### src/rtl/gpio_in_debounce_irq.sv
// rtl/gpio_in_debounce_irq.sv - GPIO input synchroniser, debouncer, sticky edge status and interrupt
//
// Ports:
//   clk_i         sole clock, rising edge
//   rst_ni        synchronous active-low reset
//   gpio_i        raw pin values, asynchronous to clk_i
//   rise_en_i     per-pin rising-edge capture enable
//   fall_en_i     per-pin falling-edge capture enable
//   irq_mask_i    per-pin interrupt mask, 1 = masked
//   status_clr_i  write-1-to-clear pulse for status bits
//   gpio_o        debounced pin state
//   status_o      sticky edge-event status
//   irq_o         registered level interrupt request
module gpio_in_debounce_irq #(
    parameter int WIDTH           = 32,
    parameter int DEBOUNCE_CYCLES = 4,
    parameter int CNT_W           = $clog2(DEBOUNCE_CYCLES) + 1
) (
    input  logic             clk_i,
    input  logic             rst_ni,
    input  logic [WIDTH-1:0] gpio_i,
    input  logic [WIDTH-1:0] rise_en_i,
    input  logic [WIDTH-1:0] fall_en_i,
    input  logic [WIDTH-1:0] irq_mask_i,
    input  logic [WIDTH-1:0] status_clr_i,
    output logic [WIDTH-1:0] gpio_o,
    output logic [WIDTH-1:0] status_o,
    output logic             irq_o
);

    // Terminal count: the DEBOUNCE_CYCLES-th consecutive cycle of disagreement
    // between the synchronised pin and the debounced value is the accept cycle.
    localparam logic [CNT_W-1:0] CNT_MAX = CNT_W'(DEBOUNCE_CYCLES - 1);

    logic [WIDTH-1:0] sync_q1;
    logic [WIDTH-1:0] sync_q2;
    logic [CNT_W-1:0] cnt_q [WIDTH];
    logic [CNT_W-1:0] cnt_d [WIDTH];

    logic [WIDTH-1:0] gpio_q;
    logic [WIDTH-1:0] status_q;
    logic             irq_q;

    logic [WIDTH-1:0] accept;
    logic [WIDTH-1:0] rise;
    logic [WIDTH-1:0] fall;
    logic [WIDTH-1:0] status_d;
    logic             irq_d;

    // Per-pin stability counter. Any cycle where the synchronised value
    // agrees with the debounced value restarts the count, so a glitch
    // shorter than DEBOUNCE_CYCLES leaves no trace.
    always_comb begin
        accept = '0;
        for (int i = 0; i < WIDTH; i++) begin
            cnt_d[i] = '0;
            if (sync_q2[i] != gpio_q[i]) begin
                if (cnt_q[i] == CNT_MAX) begin
                    accept[i] = 1'b1;
                end else begin
                    cnt_d[i] = cnt_q[i] + CNT_W'(1);
                end
            end
        end
    end

    // Edge events coincide with the debounced-value update edge.
    assign rise = accept & sync_q2;
    assign fall = accept & ~sync_q2;

    // New events win over a coincident clear.
    assign status_d = (status_q & ~status_clr_i)
                    | (rise & rise_en_i)
                    | (fall & fall_en_i);

    // Built from the registered status, so irq_o trails status_o by a cycle.
    assign irq_d = |(status_q & ~irq_mask_i);

    always_ff @(posedge clk_i) begin
        if (!rst_ni) begin
            sync_q1  <= '0;
            sync_q2  <= '0;
            gpio_q   <= '0;
            status_q <= '0;
            irq_q    <= 1'b0;
            for (int i = 0; i < WIDTH; i++) begin
                cnt_q[i] <= '0;
            end
        end else begin
            sync_q1  <= gpio_i;
            sync_q2  <= sync_q1;
            gpio_q   <= gpio_q ^ accept;
            status_q <= status_d;
            irq_q    <= irq_d;
            for (int i = 0; i < WIDTH; i++) begin
                cnt_q[i] <= cnt_d[i];
            end
        end
    end

    assign gpio_o   = gpio_q;
    assign status_o = status_q;
    assign irq_o    = irq_q;

endmodule

### config.mk
export PLATFORM = sky130hd
export DESIGN_NAME = gpio_in_debounce_irq
export DESIGN_NICKNAME = d
export VERILOG_FILES = /design/src/rtl/gpio_in_debounce_irq.sv
export SDC_FILE = /design/constraint.sdc
export NUM_CORES = 1
export LEC_CHECK = 0
export ABC_AREA = 1
export BUFFER_PORTS_ARGS = -buffer_cell sky130_fd_sc_hd__buf_2
export CORE_MARGIN = 2
export CORE_UTILIZATION = 25
export CTS_CLUSTER_DIAMETER = 150
export DETAILED_ROUTE_END_ITERATION = 8
export PLACE_DENSITY = 0.4
export SLEW_MARGIN = 20
export SYNTH_ARGS = -nofsm -noshare
export SYNTH_HDL_FRONTEND = slang
export SYNTH_SLANG_ARGS = --single-unit
### constraint.sdc
create_clock -name clk_i -period 1.4 [get_ports clk_i]
set_clock_uncertainty 0.1 [all_clocks]
set_input_delay 0.21 -clock clk_i [delete_from_list [all_inputs] [get_ports clk_i]]
set_output_delay 0.21 -clock clk_i [all_outputs]
set_load 0.1 [all_outputs]
==> results_dict.tcl <==
set metrics [dict create \
    drive_above_1_share_pct 26.6 \
    clock-root-buffer "clkbuf_16" \
    dpl_cell_area_mm2 0.0113 \
    ys_ff_latch 225 \
    status "completed" \
    cp_data_arrival_time_ns 1.09 \
    num_io_pins 227 \
    start_util_pct 25.3 \
    antenna_found_initial 1 \
    clock-sinks 225 \
    min_path_type "in2reg" \
    p_seq_share_pct 44.6 \
    vias 7938 \
    maxCapViolCount 0 \
    slowest_delay_ns 0.38 \
    gp_congestion 0.760 \
    drtIter0Drc 166 \
    worst_path_max_delay_cell "dfxtp_4" \
    finalSetupTns_ns 0 \
    top_layer "met4" \
    power.share.switching_pct 21.6 \
    start_kind "register" \
    maxSlewHeadroom_pct 75.8 \
    syn_area_mm2 0.00895 \
    avgViaCountPerCell 3.97 \
    rsz0062_at_grt "true" \
    wl_met2_um 10100 \
    critPathKind "reg2out" \
    dp_cells 1783 \
    synthDistinctLibCells 25 \
    timing.final.hold_violations 0 \
    wirelength_met1_um 10700 \
    avgSynthCellArea_um2 8.09 \
    cts_tree "done" \
    first_global_vias 7924 \
    ys_seq_area_share_pct 50.3 \
    power.leakage_nw 7.00 \
    worst_pin_slew_ns 0.363 \
    cp-end-kind "output pin" \
    timing.final.crit_share_pct 99.8 \
    p_sw_mw 3.15 \
    crit_chain "buf_12" \
    drc 0 \
    grt_pass1_wl_um 38200 \
    route.met3.wl_um 1180 \
    crit_required_ns 1.09 \
    setup_viol 0 \
    vdd.ir_drop.worst_uv 892 \
    ant_nets 0 \
    fin_area_mm2 0.0144 \
    layout.nets 1744 \
    ys_warn_count 0 \
    drv_slew 0 \
    dieArea_mm2 0.0373 \
    grt_use_total_pct 12.2 \
    wl_um 22600 \
    die_w_um 193 \
    dr.pass1.iters 4 \
    crit_buf_inv 1 \
    syn_nets 1332 \
    crit_fanout 5 \
    grt_max_degree 79 \
    wire_per_inst_um 11.3 \
    gr-total-overflow 0 \
    fin_cells 2001 \
    port-buffer-count 226 \
    cts_inserted_buffers 27 \
    max_freq_mhz 716 \
    dieHeight_um 193 \
    period_needed_ns 1.40 \
    power.density_mw_per_mm2 1010 \
    path_clk_slew_ns 0.06 \
    path_delay_family "flip-flops" \
    clkLatencyLatePin_ns 0.54 \
    p_int_mw 11.4 \
    placementRows 69 \
    areaGrowthSynthToFinish_pct 60.6 \
    clock_power_share_pct 49.4 \
    synthCells 1106 \
    dp_hpwl_um 15400 \
    coreArea_mm2 0.0354 \
    cts_buffer_depth 3 \
    combPwrFrac_pct 6.1 \
    htree_levels 1 \
]
==> logic make-up (layout without fill, tap and decap cells) <==
kind of cell / after synthesis / count (layout) / synth area share, %
AO/OA/AOI/OAI: 109 / 109 / 6.67
XOR/XNOR: 14 / 14 / 1.37
adder cells (fa/ha/maj): 64 / 64 / 8.94
buffers and inverters: 285 / 718 / 12.5
flip-flops: 225 / 225 / 50.3
multiplexers: 4 / 4 / 0.447
other: 0 / 1 / 0
AND/OR/NAND/NOR: 405 / 405 / 19.8
==> power groups by stage <==
stage,Combinational [mW],Sequential [mW],Clock (mW)
floorplan,0.279,6.71,0
global placement,0.610,6.72,0
detailed placement,0.611,6.72,0
CTS,0.893,6.49,7.51
global route,0.995,6.49,7.75
finish,0.883,6.48,7.18
==> per-layer routing <==
layer	track usage (%)	vias up
li1	-	4227
met1	16.0	3493
met2	20.0	183
met3	2.67	35
met4	3.59	0
met5	0	-
==> synthesized netlist by cell type <==
| cell type | count | share of area [%] |
|---|---|---|
| inv_1 | 267 | 11 |
| dfxtp_1 | 225 | 50 |
| nand2_1 | 190 | 8.0 |
| nor2_1 | 131 | 5.5 |
| ha_1 | 64 | 8.9 |
| o21ai_0 | 50 | 2.8 |
| nand4_1 | 43 | 3.0 |
| a21oi_1 | 35 | 2.0 |
| nand3_1 | 22 | 1.2 |
| o211ai_1 | 16 | 1.3 |
| xor2_1 | 14 | 1.4 |
| buf_2 | 13 | 0.73 |
| nand3_2 | 8 | 0.89 |
| nor2_4 | 8 | 1.0 |
| o22ai_1 | 5 | 0.35 |
| mux2i_1 | 4 | 0.45 |
| buf_4 | 2 | 0.17 |
| nor2_2 | 2 | 0.14 |
| a211o_1 | 1 | 0.098 |
| a31oi_1 | 1 | 0.070 |
| buf_6 | 1 | 0.13 |
| buf_8 | 1 | 0.17 |
| inv_4 | 1 | 0.070 |
| o21ai_1 | 1 | 0.056 |
| or2_2 | 1 | 0.070 |
==> stage by stage <==
step	hold WS, ns	utilization (%)	setup WS (ns)	total power [mW]
3_3_place_gp	0.293	32.0	-0.0318	7.32
6_report	0.0250	40.6	0.00270	14.5
3_5_place_dp	0.294	32.0	-0.0394	7.33
4_1_cts	0.00839	40.5	-0.0857	14.9
5_1_grt	0.0744	40.6	-0.0393	15.2
2_1_floorplan	0.208	-	-0.139	6.98
==> path summary, 6_finish.rpt <==
| check | cells past startpoint | startpoint | slack (ns) | to |
|---|---|---|---|---|
| max | 1 | register | 0.003 | gpio_o[17] |
| max reg2reg | 6 | status_o[30] | 0.07 | irq_o |
| min reg2reg | 2 | sync_q1[29] | 0.31 | sync_q2[29] |
| min | 5 | rise_en_i[0] | 0.02 | status_o[0] |
==> cell type report <==
type / count / area [µm²]
inverter: 268 / 1010
multi-input combinational: 596 / 3360
timing repair buffer: 400 / 3800
clock inverter: 10 / 129
clock buffer: 40 / 795
tap: 461 / 577
sequential: 225 / 4710
antenna: 1 / 2.50
fill: 3562 / 21000
==> timing repair <==
| item | in CTS | in global routing |
|---|---|---|
| endpoints found under the hold margin | 64 | 0 |
| endpoints found under the setup margin | 65 | 76 |
| setup buffers | 41 | 1 |
| hold buffers | 127 | 0 |
| resized for setup | 156 | 18 |
| pin swaps | 0 | 1 |
==> cells in the final DEF, fill, tap and decap left out, types with 21 or more instances in the layout <==
cell / instances
nor2_1: 130
buf_4: 43
dlygate4sd3_1: 127
ha_1: 58
nand2_1: 190
dfxtp_4: 51
inv_1: 267
buf_12: 70
dfxtp_1: 160
nand3_1: 21
a21oi_1: 35
clkbuf_16: 27
o21ai_0: 48
buf_2: 160
nand4_1: 43
Note: power is estimated with default switching activity, not from simulation.
